[src/rtl/counter_seq_pkg.sv]
// counter_seq_pkg: shared state encoding and counter preset values for the
// counter sequencer and its testbench.
package counter_seq_pkg;

  typedef enum logic [2:0] {
    ST_IDLE  = 3'd0,
    ST_CLEAR = 3'd1,
    ST_LOAD  = 3'd2,
    ST_RUN   = 3'd3,
    ST_DONE  = 3'd4
  } state_e;

  // Values the counter datapath takes on its load and reset inputs.
  localparam int UP_LOAD_VAL    = 5;
  localparam int DOWN_LOAD_VAL  = 10;
  localparam int UP_RESET_VAL   = 0;
  localparam int DOWN_RESET_VAL = 15;

endpackage

[src/rtl/counter_seq_ctrl_timer.sv]
// cnt_seq_timer: RW-bit run-length counter. Cleared on request, increments
// while enabled, and saturates at MAX_CYCLES-1 so it can never wrap.
module cnt_seq_timer #(
  parameter int RW         = 8,
  parameter int MAX_CYCLES = 200
) (
  input  logic          i_clk,
  input  logic          i_reset,
  input  logic          i_clr,
  input  logic          i_inc,
  output logic [RW-1:0] o_cnt,
  output logic          o_at_budget
);

  localparam logic [RW-1:0] LAST = RW'(MAX_CYCLES - 1);

  logic [RW-1:0] r_cnt;
  logic          w_at_budget;

  assign w_at_budget = (r_cnt == LAST);

  // Run counter: clear has priority, increment stops at the last budget slot.
  always_ff @(posedge i_clk) begin
    if (i_reset || i_clr) begin
      r_cnt <= '0;
    end else if (i_inc && !w_at_budget) begin
      r_cnt <= r_cnt + 1'b1;
    end
  end

  assign o_cnt       = r_cnt;
  assign o_at_budget = w_at_budget;

endmodule

[src/rtl/counter_seq_ctrl.sv]
// counter_seq_ctrl: sequences the up/down counter pair (clear, load, free-run)
// until the up counter hits a captured target or the run budget expires.
// Optional crossing detector enabled by defining COUNTER_SEQ_CROSS_DETECT_EN.
//
// Handshake: start is a level request honoured only in IDLE; abort cancels
// any non-IDLE, non-DONE state and outranks start. done/timeout are
// single-cycle pulses; all outputs are registered from the next state.
module counter_seq_ctrl
  import counter_seq_pkg::*;
#(
  parameter int CW         = 4,
  parameter int RW         = 8,
  parameter int MAX_CYCLES = 200
) (
  input  logic          clk,
  input  logic          reset,
  input  logic          start,
  input  logic          abort,
  input  logic [CW-1:0] target,
  input  logic [CW-1:0] up_counter,
  input  logic [CW-1:0] down_counter,
  output logic          cnt_reset,
  output logic          cnt_load,
  output logic          busy,
  output logic          done,
  output logic          timeout,
  output logic [RW-1:0] run_cycles,
  output logic          cross_seen,
  output logic [RW-1:0] cross_at
);

  state_e        r_state;
  state_e        w_next;
  logic [CW-1:0] r_target;
  logic          w_accept;
  logic          w_match;
  logic          w_set_run;
  logic [RW-1:0] w_run_val;
  logic          w_timeout;
  logic [RW-1:0] w_run_cnt;
  logic          w_at_budget;

  assign w_accept = (r_state == ST_IDLE) && start && !abort;
  assign w_match  = (up_counter == r_target);

  cnt_seq_timer #(
    .RW         (RW),
    .MAX_CYCLES (MAX_CYCLES)
  ) u_timer (
    .i_clk       (clk),
    .i_reset     (reset),
    .i_clr       (r_state == ST_LOAD),
    .i_inc       (r_state == ST_RUN),
    .o_cnt       (w_run_cnt),
    .o_at_budget (w_at_budget)
  );

  // State register.
  always_ff @(posedge clk) begin
    if (reset) begin
      r_state <= ST_IDLE;
    end else begin
      r_state <= w_next;
    end
  end

  // Next state plus the run-length result latched on entry to DONE.
  always_comb begin
    w_next    = r_state;
    w_set_run = 1'b0;
    w_run_val = '0;
    w_timeout = 1'b0;
    case (r_state)
      ST_IDLE:  if (w_accept) w_next = ST_CLEAR;
      ST_CLEAR: w_next = abort ? ST_IDLE : ST_LOAD;
      ST_LOAD:  w_next = abort ? ST_IDLE : ST_RUN;
      ST_RUN: begin
        if (abort) begin
          w_next = ST_IDLE;
        end else if (w_match) begin
          w_next    = ST_DONE;
          w_set_run = 1'b1;
          w_run_val = w_run_cnt;
        end else if (w_at_budget) begin
          w_next    = ST_DONE;
          w_set_run = 1'b1;
          w_run_val = RW'(MAX_CYCLES);
          w_timeout = 1'b1;
        end
      end
      ST_DONE:  w_next = ST_IDLE;
      default:  w_next = ST_IDLE;
    endcase
  end

  // Registered outputs decoded from the next state; target captured on accept.
  always_ff @(posedge clk) begin
    if (reset) begin
      cnt_reset  <= 1'b0;
      cnt_load   <= 1'b0;
      busy       <= 1'b0;
      done       <= 1'b0;
      timeout    <= 1'b0;
      run_cycles <= '0;
      r_target   <= '0;
    end else begin
      cnt_reset <= (w_next == ST_CLEAR);
      cnt_load  <= (w_next == ST_LOAD);
      busy      <= (w_next != ST_IDLE);
      done      <= (w_next == ST_DONE);
      timeout   <= w_timeout;
      if (w_set_run) run_cycles <= w_run_val;
      if (w_accept)  r_target   <= target;
    end
  end

`ifdef COUNTER_SEQ_CROSS_DETECT_EN
  logic          r_cross_seen;
  logic [RW-1:0] r_cross_at;

  // First RUN sample with up > down is recorded; cleared on an accepted start.
  always_ff @(posedge clk) begin
    if (reset) begin
      r_cross_seen <= 1'b0;
      r_cross_at   <= '0;
    end else if (w_accept) begin
      r_cross_seen <= 1'b0;
      r_cross_at   <= '0;
    end else if ((r_state == ST_RUN) && !r_cross_seen && (up_counter > down_counter)) begin
      r_cross_seen <= 1'b1;
      r_cross_at   <= w_run_cnt;
    end
  end

  assign cross_seen = r_cross_seen;
  assign cross_at   = r_cross_at;
`else
  // The down counter only feeds the crossing comparator.
  logic w_unused_down;
  assign w_unused_down = ^down_counter;
  assign cross_seen    = 1'b0;
  assign cross_at      = '0;
`endif

endmodule

[config.mk]
export PLATFORM = sky130hd
export DESIGN_NAME = counter_seq_ctrl
export DESIGN_NICKNAME = d
export VERILOG_FILES = /design/src/rtl/counter_seq_pkg.sv /design/src/rtl/counter_seq_ctrl_timer.sv /design/src/rtl/counter_seq_ctrl.sv
export SDC_FILE = /design/constraint.sdc
export NUM_CORES = 1
export LEC_CHECK = 0
export CAP_MARGIN = 20
export CORE_UTILIZATION = 41
export DETAILED_ROUTE_END_ITERATION = 6
export GPL_ROUTABILITY_DRIVEN = 0
export PLACE_DENSITY = 0.75
export SETUP_SLACK_MARGIN = 0.02
export SYNTH_ARGS = -nofsm -noshare
export SYNTH_HDL_FRONTEND = slang
export SYNTH_SLANG_ARGS = --single-unit
[constraint.sdc]
create_clock -name clk -period 1.6 [get_ports clk]
set_clock_uncertainty 0.2 [all_clocks]
set_input_delay 0.32 -clock clk [delete_from_list [all_inputs] [get_ports clk]]
set_output_delay 0.32 -clock clk [all_outputs]
set_load 0.005 [all_outputs]
# Word-level counts from Yosys, hierarchy flattened
# Cells that the tools add are included.
# totals
in_bits	16
out_inout_bits	22
regBits	28
elab_cells	43
# op_classes
n_eq_ne	8
n_mux	15
n_reduce_logical	9
bitwise	1
n_addsub	1
# ops
op	count
$mux 8	4
$mux 3	4
$pmux 3 s4	1
$eq 3x2->1 const B	3
$add 8x1->8 const B	1
$eq 8x8->1 const B	1
$eq 3x1->1 const B	2
$eq 4x4->1	1
$mux 1	4
$mux 2	2
$reduce_or 4->1	1
$eq 3x3->1 const B	1
$logic_and 1x1->1	3
$logic_not 3->1	1
$reduce_bool 3->1	1
$logic_not 1->1	2
$logic_or 1x1->1	1
$not 1->1	1

# Longest topological paths before layout
# Gate-level depths: netlist (run 1).
# logic_depth
depth_word	6
mapped_depth	5

# Hierarchy
# Synthesis (run 1) repeated with hierarchy kept, for this count alone.
# unflattened
cells_unflattened	135
area_unflattened_um2	1262.5
# by_module_without_submodules
mod	cells_each	n_inst	area_each_um2
counter_seq_ctrl	91	1	852.1
cnt_seq_timer	44	1	410.4

# Least setup slack after synthesis (run 1)
# OpenSTA, ideal clock, no wires.
# synth_timing
kind	reg2reg
start	register u_timer.r_cnt[0] (netlist: u_timer.o_cnt[0])
end	register u_timer.r_cnt[2] (netlist: u_timer.o_cnt[2])
path_slack_ps	-38
path_buffers	0
period_less_slack_ps	1638
arrival_ps	1322
required_time_ps	1284
path_stages_with_launch	6
cell_sequence	dfxtp_1 > ha_1 > and2_1 > a31oi_2 > a211oi_1 > a31o_1
# synth_via
elab_chain_cells	3
elab_cells_between_ends	4
classes_between	1 x add/sub; 1 x eq/ne; 2 x reduce/logical
# synth_lines
item	line	text
from (decl)	counter_seq_ctrl_timer.sv:17	logic [RW-1:0] r_cnt;
from (signal assigned)	counter_seq_ctrl_timer.sv:27	r_cnt <= r_cnt + 1'b1;
branches (longest 3 deep; another with $add 8x1->8)	n/a	
# Several ways; the timed one is not identified.
# A chain may end at the register's enable or synchronous reset.

# Final worst setup path (run 1)
# layout_timing
start	register u_timer.r_cnt[5] (netlist: u_timer.o_cnt[5])
end	register run_cycles[1]
# layout_via
elab_chain_cells	5
# layout_lines
item	line	text
$eq 8x8->1	counter_seq_ctrl_timer.sv:20	assign w_at_budget = (r_cnt == LAST);
$mux 1	counter_seq_ctrl.sv:84	end else if (w_at_budget) begin
$mux 1	counter_seq_ctrl.sv:80	end else if (w_match) begin
$mux 1	counter_seq_ctrl.sv:78	if (abort) begin
$mux 1	counter_seq_ctrl.sv:73	case (r_state)
to (signal assigned)	counter_seq_ctrl.sv:112	if (w_set_run) run_cycles <= w_run_val;
to (decl)	counter_seq_ctrl.sv:27	output logic [RW-1:0] run_cycles,
# No other way between the ends.

==> results.md, run 1 <==
- Ports placed on the boundary: 38
- CTS Buf Count: 3
- Mapped Area: about 1300 sq um
- Synth Register Bits: 28
- Layout Utilization: 64.3%
- Critical Path AT: 1.69 ns
- Nets: slightly below 200
- Fin crit share: 103%
- Setup slack of the critical path after layout: -0.0466 ns
- Highest routed layer: met4
- Pin count of the biggest net entering global routing: 15
- Endpoints failing hold: 0
- Row cnt: 19
- Insertion delay to the later sink of the worst-skew pair: between 0.3 and 0.4 ns
- VDD IR-drop max: ~300 uV
- Router iterations before antenna repair: 7
- Fraction of post-synthesis cell area in the top cell type by area: 44.4%
- Synth cell types: 35
- Worst Setup Start Kind: flip-flop
- Pins Over Slew Limit: 0
- Max capacitance violation total: 0
- Part of the Yosys area used for sequential elements: 44.4%
- Synth Area per Inst: 9.71 sq um
- Endpoint of the most critical register-to-register path: run_cycles[1]
- Dpl cells: around 200
- Wire length of the first global-routing pass: roughly 4.4 mm
- Tmin final: around 1.6 ns
- Layout filler cell count: 219
- Initial antenna violation count: 0
- Chain of cells forming the critical path: nor4b_4 -> buf_4 -> nand3_4 -> a21oi_4 -> buf_6 -> o2bb2ai_2
- Signed area change from the synthesized netlist to the final layout: 44.1%
- Crit path max fanout: 7
- Post-route cell area: 1820 sq um
- Endpoint of the most critical setup path: run_cycles[1]
- Post-place instance area: roughly 1600 sq um
- Run status: finished, violations left
- Global route overflow: 0
- Port Buffer Count: 24
- DR WL met2: 1.43 mm
- Wire length on met1: approximately 1.3 mm
- Root Buffer Master: sky130_fd_sc_hd__clkbuf_4
- Fraction of registers with async set or reset after synthesis: 0%
- Path depth of the worst reg2reg path: 6
- Ratio of cells with drive above 1 in the final layout: 36.7%
- Sink count of the clock tree: 28
- Initial Utilization: 44.6%
- Violated checks: DRC, setup timing
- Clk pin slew, worst setup/hold paths: 0.14 ns
- Required arrival time at the worst endpoint: 1.64 ns
- Met3 WL: approximately 110 um
- Die Y-Extent: 57.5 um
- Floorplan core area: 2830 sq um
- Detailed Route Iter0 Violations: 24
- Number of global-route vias before repair: between 900 and 1000
- Post-synthesis cell type with the largest combined area: sky130_fd_sc_hd__dfxtp_1
- TritonCTS clock tree: done
- Static Leakage: 0.779 nW
- Total routed wirelength: around 2.9 mm
- Setup repair after global routing missed its margin: yes
- Register-to-register path setup slack: -0.05 ns
- Final setup violation count: 6
- CTS H-Tree Depth: 1
- Overall Global Routing Usage: 17.3%
- Category of the critical setup timing path: reg -> reg
- Cell area power density: around 610 nW/um^2
- Critical Path Max Stage Delay: 0.36 ns
- DIE WIDTH: between 50 and 60 um
- Final antenna-violating net count: 0
- Top area cells in the synthesized netlist: sky130_fd_sc_hd__dfxtp_1 44%, sky130_fd_sc_hd__buf_4 6.5%, sky130_fd_sc_hd__xnor2_1 6.2%, sky130_fd_sc_hd__nor2_1 4.2%, sky130_fd_sc_hd__mux2i_1 4.0%
- CP max-delay cell: sky130_fd_sc_hd__dfxtp_2
- Half-perimeter wire length after placement: roughly 2 mm
- Vias post-DR: 1136
- Final std cells w/o fill: between 200 and 250
- Count of mapped cells out of synthesis: 130
- Deepest clock path buffer count: 2
- Type of the worst min-delay path: reg -> reg
- Critical register-to-register path startpoint: u_timer.o_cnt[5]
- CP Capture Type: flip-flop
- Prevailing post-synth register cell: sky130_fd_sc_hd__dfxtp_1
- Highest achievable clock rate: 607 MHz
- Number of diodes: 0
- Vias per cell: approximately 5.4
- Source of the critical timing path: u_timer.o_cnt[5]
- Total die area: between 3000 and 4000 sq um
- Count of flip-flops with a built-in enable after synthesis: 0
- Residual DRC: 2
- WHS: around 0.28 ns
- Per-cell routed wire length: 13.6 um
- Warning count from the yosys run: 0
[state kept, by name (all words and copies together), names as in the netlist]
| name | cells |
|---|---|
| cnt_load | 1 |
| u_timer.o_cnt | 8 |
| done | 1 |
| run_cycles | 8 |
| busy | 1 |
| r_state | 3 |
| cnt_reset | 1 |
| timeout | 1 |
| r_target | 4 |
[repair_timing]
action,in CTS,in global routing
buffers inserted,6,1
gates resized for setup,31,17
hold buffers,0,0
pin swaps,6,7
gates cloned,0,0
setup endpoints to repair,25,21
[stage by stage]
step	setup TNS [ns]	power, mW	setup WS, ns
finish	-0.191	1.12	-0.0466
global route	-0.681	1.16	-0.0960
CTS	-0.0430	1.12	-0.0266
detailed placement	-6.08	0.840	-0.429
global placement	-4.85	0.836	-0.338
floorplan	-0.00704	0.798	-0.00704
[Yosys cell counts, types with 2 or more instances]
library cell and n:
sky130_fd_sc_hd__dfxtp_1 28, sky130_fd_sc_hd__xnor2_1 9, sky130_fd_sc_hd__and3_1 2, sky130_fd_sc_hd__buf_4 11, sky130_fd_sc_hd__nand2_1 11, sky130_fd_sc_hd__nor2_1 14
sky130_fd_sc_hd__a21oi_1 5, sky130_fd_sc_hd__nand3_1 4, sky130_fd_sc_hd__mux2i_1 5, sky130_fd_sc_hd__o2bb2ai_1 5, sky130_fd_sc_hd__nor3_1 7, sky130_fd_sc_hd__o221a_1 3
sky130_fd_sc_hd__inv_1 4
[critical path: cells and delay by family, from the launching register on]
kind | cells | cell delay [ns]
and+or+nand+nor | 2 | 0.36
AOI/OAI and AO/OA | 2 | 0.33
DFF | 1 | 0.36
buffers and inverters | 2 | 0.31
[where the power goes]
part	internal, mW	switching (mW)	leakage (nW)
logic	0.0637	0.0529	0.531
registers	0.705	0.00870	0.234
clock network	0.0887	0.199	0.0138
total	0.858	0.261	0.779
[final cells by class]
cell class | instances | area [sq um] | area share, %
well taps | 31 | 38.8 | 2.13
inverters | 5 | 18.8 | 1.03
flip-flops and latches | 28 | 582 | 32.0
repair buffers | 51 | 442 | 24.3
clock buffers | 3 | 22.5 | 1.24
multi-input cells | 93 | 716 | 39.3
[per-layer routing]
layer,track usage (%),up-vias
met3,1.36,9
met5,0,-
li1,-,542
met1,21.1,543
met2,30.4,42
met4,8.71,0
[layout by cell type, fill, tap and decap left out, drive strengths merged, types with 2 or more instances in the layout]
cell and count:
nor3 8, clkbuf 3, mux2i 5, dfxtp 28, o221a 3, a21oi 6
xnor2 9, and3 2, o2bb2ai 5, dlygate4sd2 13, clkdlybuf4s50 8, buf 27
inv 5, conb 9, nor2 14, dlymetal6s2s 3, nand2 11, nand3 5
[how the worst min path moves through the flow]
| stage | slack (ns) | cells past startpoint | start | endpoint |
|---|---|---|---|---|
| floorplan | 0.19 | 1 | reset | r_target[0] |
| global placement | 0.26 | 2 | run_cycles[0] | run_cycles[0] |
| detailed placement | 0.25 | 2 | run_cycles[0] | run_cycles[0] |
| CTS | 0.28 | 2 | run_cycles[4] | run_cycles[4] |
| global route | 0.32 | 2 | run_cycles[4] | run_cycles[4] |
| finish | 0.28 | 2 | run_cycles[4] | run_cycles[4] |
[cells by family after synthesis]
group,synth area share [%]
and+or+nand+nor,20.8
DFF,44.4
AOI/OAI and AO/OA,14.4
buffers and inverters,8.92
xor gates and xnor gates,6.24
muxes,3.96
adders and majority gates,0.991
other,0.297
Power figures use the tool's default switching activity.
==> inputs of run 2 (changes only) <==
- ABC_CLOCK_PERIOD_IN_PS: default -> 1600
- REMOVE_ABC_BUFFERS: default -> 1
==> run 2 against run 1 <==
- the run still ends with DRC, setup timing left
- maximum frequency is 1.7% higher
- register-to-register slack better by 0.03 ns
- power is 5.9% higher
- first-iteration DRC count is 4.2% lower
- setup slack better by 0.028 ns
- die area stayed put
- sequential power hardly changed
- combinational power is 7% higher
- count of clock-buffer cells in the layout is 1 higher
- hold slack worse by 0.011 ns
- final cell count is 0.47% lower
- largest cell class unchanged
- largest power group unchanged
- highest routed layer unchanged
==> results.md, run 2 (synthesized netlist as in run 1, its figures left out) <==
- Run status: finished, violations left
- Violated checks: DRC, setup timing
- Pins Over Slew Limit: 0 (unchanged)
- TritonCTS clock tree: done
- Hold buffers post-CTS: 0 (unchanged)
- Category of the critical setup timing path: reg -> reg
- Router iterations before antenna repair: 6 (-1)
- Highest achievable clock rate: 618 MHz (+1.7%)
- Number of diodes: 0 (unchanged)
- Floorplan core area: 2830 sq um (unchanged)
- Critical Path Max Stage Delay: 0.38 ns (+0.02 ns)
- CTS Buf Count: 3 (unchanged)
- Crit path max fanout: 4 (-3)
- VDD IR-drop max: 308 uV (+4.6%)
- Worst path bufs/invs: 2 (unchanged)
- Hold Path Origin: run_cycles[5]
- Row cnt: 19 (unchanged)
- Required arrival time at the worst endpoint: 1.69 ns (+0.05 ns)
- Deepest clock path buffer count: 2 (unchanged)
- Setup repair after global routing missed its margin: yes
- Sink count of the clock tree: 28 (unchanged)
- Type of the worst min-delay path: reg -> reg
- Root Buffer Master: sky130_fd_sc_hd__clkbuf_4
- Initial antenna violation count: 0 (unchanged)
- Initial Utilization: 44.6% (unchanged)
- Residual DRC: 2 (unchanged)
- Post-place instance area: 1610 sq um (-1.6%)
- Critical Path AT: 1.71 ns (+0.02 ns)
- WHS: 0.270 ns (-0.0110 ns)
- Number of global-route vias before repair: 1086 (+9.5%)
- Source of the critical timing path: u_timer.o_cnt[3]
- Ports placed on the boundary: 38 (unchanged)
- Tmin final: 1.62 ns (-0.0275 ns)
- Insertion delay to the later sink of the worst-skew pair: 0.34 ns (about the same)
- Critical register-to-register path startpoint: u_timer.o_cnt[3]
- Overall Global Routing Usage: 18.8% (+1.5 points)
- Nets: 197 (-1.0%)
- Final setup violation count: 5 (-1)
- Vias post-DR: 1113 (-2.0%)
- CTS H-Tree Depth: 1 (unchanged)
- Layout filler cell count: 205 (-6.4%)
- Signed area change from the synthesized netlist to the final layout: 46.2%
- Fin crit share: 101% (-1.7 points)
- Total routed wirelength: 2.95 mm (+2.5%)
- Layout Utilization: 65.2% (+0.93 points)
- Static Leakage: 0.776 nW (-0.35%)
- Global route overflow: 0 (unchanged)
- Die Y-Extent: 57.5 um (unchanged)
- DIE WIDTH: 57.5 um (unchanged)
- Post-route cell area: 1850 sq um (+1.4%)
- Commonest cells after routing, fill and taps aside: 23 x sky130_fd_sc_hd__buf_4, 17 x sky130_fd_sc_hd__dlygate4sd2_1, 13 x sky130_fd_sc_hd__nor2_1, 13 x sky130_fd_sc_hd__dfxtp_1, 13 x sky130_fd_sc_hd__dfxtp_2
- Pin count of the biggest net entering global routing: 16 (+1)
- Max capacitance violation total: 0 (unchanged)
- Clk pin slew, worst setup/hold paths: 0.14 ns (about the same)
- Endpoints failing hold: 0 (unchanged)
- CP Capture Type: flip-flop
- Vias per cell: 5.30 (-1.6%)
- Power, Total: 1.18 mW (+5.9%)
- Total Negative Setup Slacks: -0.0646 ns (+0.126 ns)
- Port Buffer Count: 24 (unchanged)
- Setup slack of the critical path after layout: -0.0190 ns (+0.0275 ns)
- Wire length of the first global-routing pass: 4.64 mm (+4.8%)
- CP max-delay cell: sky130_fd_sc_hd__dfxtp_4
- Final antenna-violating net count: 0 (unchanged)
- Half-perimeter wire length after placement: 2.05 mm (+0.58%)
- Cell area power density: 642 nW/um^2 (+4.4%)
- Worst Setup Start Kind: flip-flop
- Ratio of cells with drive above 1 in the final layout: 38.5% (+1.9 points)
- Per-cell routed wire length: 14.0 um (+3.0%)
- Chain of cells forming the critical path: nor4b_4 -> buf_4 -> buf_4 -> a31oi_4 -> a211oi_2 -> a31o_1
- Total die area: 3310 sq um (unchanged)
- Crit-path leading delay family: compound AO/OA/AOI/OAI gates
- Detailed Route Iter0 Violations: 23 (-4.2%)
- Leading cell type in the layout, fill and taps excluded: sky130_fd_sc_hd__buf_4
- Cell type with the highest occurrence count on the critical path: sky130_fd_sc_hd__buf_4
## run 2: cell count changes in the layout (fill, tap and decap cells not counted), moves of 2 or more
cell | previous run | this run
sky130_fd_sc_hd__dlygate4sd2_1 | 13 | 17
sky130_fd_sc_hd__buf_4 | 25 | 23
sky130_fd_sc_hd__dlymetal6s2s_1 | 3 | 0
sky130_fd_sc_hd__nand3_1 | 4 | 2
sky130_fd_sc_hd__nand3_2 | 0 | 2
## run 2: worst paths after layout
kind	endpoint	slack (ns)	cells after the start
min reg2reg	run_cycles[5]	0.27	2
min	run_cycles[5]	0.27	2
max reg2reg	u_timer.o_cnt[2]	-0.02	6
max	u_timer.o_cnt[2]	-0.02	6
## run 2: repair_timing
item                                    4_1_cts  5_1_grt
pin swaps                                    11        7
gates resized for setup                      37       22
hold endpoints to repair                      0        0
gates cloned                                  0        0
buffers inserted                              3        4
endpoints found under the setup margin       27       19
## run 2: worst min-delay path, cell delays in order, from the launching register on
cell and delay (ns):
sky130_fd_sc_hd__dfxtp_2 0.34, sky130_fd_sc_hd__nand2_1 0.05, sky130_fd_sc_hd__o2bb2ai_1 0.06
## run 2: report_power, final
part / internal [mW] / switching [mW]
registers: 0.705 / 0.00850
logic: 0.0677 / 0.0574
clock network: 0.140 / 0.206
## run 2: layout make-up
class	instances	area [sq um]	area share (%)
inverter	5	18.8	1.02
multi-input combinational	93	753	40.8
sequential	28	584	31.7
timing repair buffer	49	414	22.4
tap	31	38.8	2.10
clock buffer	4	36.3	1.97
## run 2: metrics by stage
stage               setup WS [ns]  std cells
finish                    -0.0190        210
detailed placement         -0.433        199
global placement           -0.327        199
CTS                      -0.00319        206
floorplan                 -0.0377        126
global route              -0.0543        210
## run 2: routing by layer
layer	vias up	track usage (%)	part of all wire [%]
li1	536	-	-
met1	533	21.8	41
met2	36	31.4	52
met3	8	2.49	3.4
met4	0	13.9	3.9
met5	-	0	0
==> inputs of run 3 (changes only) <==
- CELL_PAD_IN_SITES_DETAIL_PLACEMENT: default -> 2
- CELL_PAD_IN_SITES_GLOBAL_PLACEMENT: default -> 2
- CORE_UTILIZATION: 41 -> 25
- GPL_TIMING_DRIVEN: default -> 1
- PLACE_DENSITY: 0.75 -> 0.76
==> run 3 against run 2 <==
- the flow finishes with violations (setup timing)
- final cell count is 18% higher
- core utilization is 23 points lower
- hold slack better by 0.013 ns
- wire length is 39% higher
- first-iteration DRC count is 57% lower
- clock power is 65% higher
- critical path depth stayed put
- via count is 0.54% higher
- die area is 62% higher
- maximum frequency is 3.9% lower
- sequential power hardly changed
- global-route usage is 3.9 points lower
- critical path type unchanged
- critical endpoint is now run_cycles[0]
- largest power group unchanged
==> results.md, run 3 (synthesized netlist as in run 1, its figures left out) <==
- Ratio of cells with drive above 1 in the final layout: 42.2% (+3.7 points)
- Die Y-Extent: 73.1 um (+27%)
- Fin crit share: 105% (+4.1 points)
- Residual DRC: 0 (-2)
- Endpoints failing hold: 0 (unchanged)
- Final antenna-violating net count: 0 (unchanged)
- Sink count of the clock tree: 28 (unchanged)
- Wire length on met1: 1.43 mm (+19%)
- Leading cell type in the layout, fill and taps excluded: sky130_fd_sc_hd__buf_4
- Pins Over Slew Limit: 0 (unchanged)
- WHS: 0.282 ns (+0.0126 ns)
- Max capacitance violation total: 0 (unchanged)
- Port Buffer Count: 24 (unchanged)
- Tmin final: 1.68 ns (+0.0655 ns)
- Post-place instance area: 1670 sq um (+3.3%)
- Area used by multi-input combinational logic: 810 sq um (+7.5%)
- Floorplan core area: 4790 sq um (+69%)
- Number of global-route vias before repair: 1249 (+15%)
- Setup repair after global routing missed its margin: yes
- Sequential cell area in the final layout: 584 sq um (unchanged)
- Vias per cell: 4.53 (-15%)
- CTS H-Tree Depth: 1 (unchanged)
- Final setup violation count: 10 (+5)
- Number of diodes: 0 (unchanged)
- Cell area power density: 704 nW/um^2 (+9.7%)
- Global route overflow: 0 (unchanged)
- Signed area change from the synthesized netlist to the final layout: 58.8%
- CTS Buf Count: 3 (unchanged)
- Category of the critical setup timing path: reg -> reg
- Overall Global Routing Usage: 14.9% (-3.9 points)
- Final std cells w/o fill: 247 (+18%)
- Run status: finished, violations left
- Crit path max fanout: 5 (+1)
- Ports placed on the boundary: 38 (unchanged)
- Total Negative Setup Slacks: -0.567 ns (-0.503 ns)
- Router iterations before antenna repair: 3 (-3)
- Worst Setup Start Kind: flip-flop
- Per-cell routed wire length: 16.6 um (+18%)
- VDD IR-drop max: 270 uV (-12%)
- Critical Path AT: 1.67 ns (-0.04 ns)
- Type of the worst min-delay path: reg -> reg
- Layout filler cell count: 514 (+150%)
- Pin count of the biggest net entering global routing: 17 (+1)
- TritonCTS clock tree: done
- Vias post-DR: 1119 (+0.54%)
- Total routed wirelength: 4.10 mm (+39%)
- Dpl cells: 236 (+19%)
- Initial Utilization: 26.4% (-18 points)
- Wire length of the first global-routing pass: 6.01 mm (+30%)
- Setup slack of the critical path after layout: -0.0845 ns (-0.0655 ns)
- CP Capture Type: flip-flop
- Row cnt: 25 (+6)
- Power, Total: 1.41 mW (+19%)
- Required arrival time at the worst endpoint: 1.58 ns (-0.11 ns)
- DIE WIDTH: 73.1 um (+27%)
- Violated checks: setup timing
- Deepest clock path buffer count: 2 (unchanged)
- Root Buffer Master: sky130_fd_sc_hd__clkbuf_8
- DR WL met2: 2.46 mm (+61%)
- Nets: 198 (+0.51%)
- Post-route cell area: 2000 sq um (+8.6%)
- Highest routed layer: met4
- Highest achievable clock rate: 594 MHz (-3.9%)
- Total die area: 5340 sq um (+62%)
- Clk pin slew, worst setup/hold paths: 0.10 ns (-0.04 ns)
- Half-perimeter wire length after placement: 2.66 mm (+29%)
- Initial antenna violation count: 0 (unchanged)
- Detailed Route Iter0 Violations: 10 (-57%)
- Insertion delay to the later sink of the worst-skew pair: 0.28 ns (-0.06 ns)
- Static Leakage: 0.862 nW (+11%)
- Met3 WL: 130 um (+31%)
- Commonest cells after routing, fill and taps aside: 23 x sky130_fd_sc_hd__buf_4, 17 x sky130_fd_sc_hd__dlygate4sd2_1, 13 x sky130_fd_sc_hd__dfxtp_1, 13 x sky130_fd_sc_hd__dfxtp_2, 12 x sky130_fd_sc_hd__nor2_1
-- run 3: worst paths after layout --
path	from	depth (start not counted)	slack, ns	to
worst min-delay path	run_cycles[5]	2	0.28	run_cycles[5]
worst min register to register	run_cycles[5]	2	0.28	run_cycles[5]
worst max-delay path	u_timer.o_cnt[5]	6	-0.08	run_cycles[0]
worst max register to register	u_timer.o_cnt[5]	6	-0.08	run_cycles[0]
-- run 3: worst max-delay path, cell delays in order (launching register included) --
cell and delay (ns):
sky130_fd_sc_hd__dfxtp_4 0.37, sky130_fd_sc_hd__nor4b_4 0.30, sky130_fd_sc_hd__buf_4 0.17, sky130_fd_sc_hd__nand3_4 0.10, sky130_fd_sc_hd__a21oi_4 0.24, sky130_fd_sc_hd__buf_12 0.15, sky130_fd_sc_hd__o2bb2ai_2 0.05
-- run 3: final cells by class --
class                           count  share of cell area (%)
Clock inverter                      1                    1.50
Clock buffer                        3                    2.06
Tap cell                           67                    4.18
Multi-Input combinational cell     93                    40.4
Sequential cell                    28                    29.2
Timing Repair Buffer               50                    21.8
Inverter                            5                   0.936
-- run 3: per-stage QoR --
step	setup WS [ns]	utilization, %
after global placement	-0.332	34.8
after CTS	-0.0448	39.5
after global routing	-0.148	41.9
final	-0.0845	41.9
after detailed placement	-0.423	34.8
after floorplan	-0.0377	-
-- run 3: timing repair --
| item | 4_1_cts | 5_1_grt |
|---|---|---|
| cloned | 0 | 0 |
| pin swaps | 8 | 13 |
| setup buffers | 5 | 2 |
| endpoints found under the setup margin | 33 | 23 |
| gates resized for setup | 48 | 23 |
| hold buffers | 0 | 0 |
-- run 3: routing by layer --
metal	up-vias	GRT usage [%]
met1	545	14.5
met3	6	1.93
met2	31	31.9
met4	0	3.70
li1	537	-
met5	-	0
-- run 3: where the power goes --
| group | switching (mW) | internal [mW] |
|---|---|---|
| sequential | 0.00912 | 0.703 |
| clock | 0.234 | 0.335 |
| combinational | 0.0640 | 0.0645 |
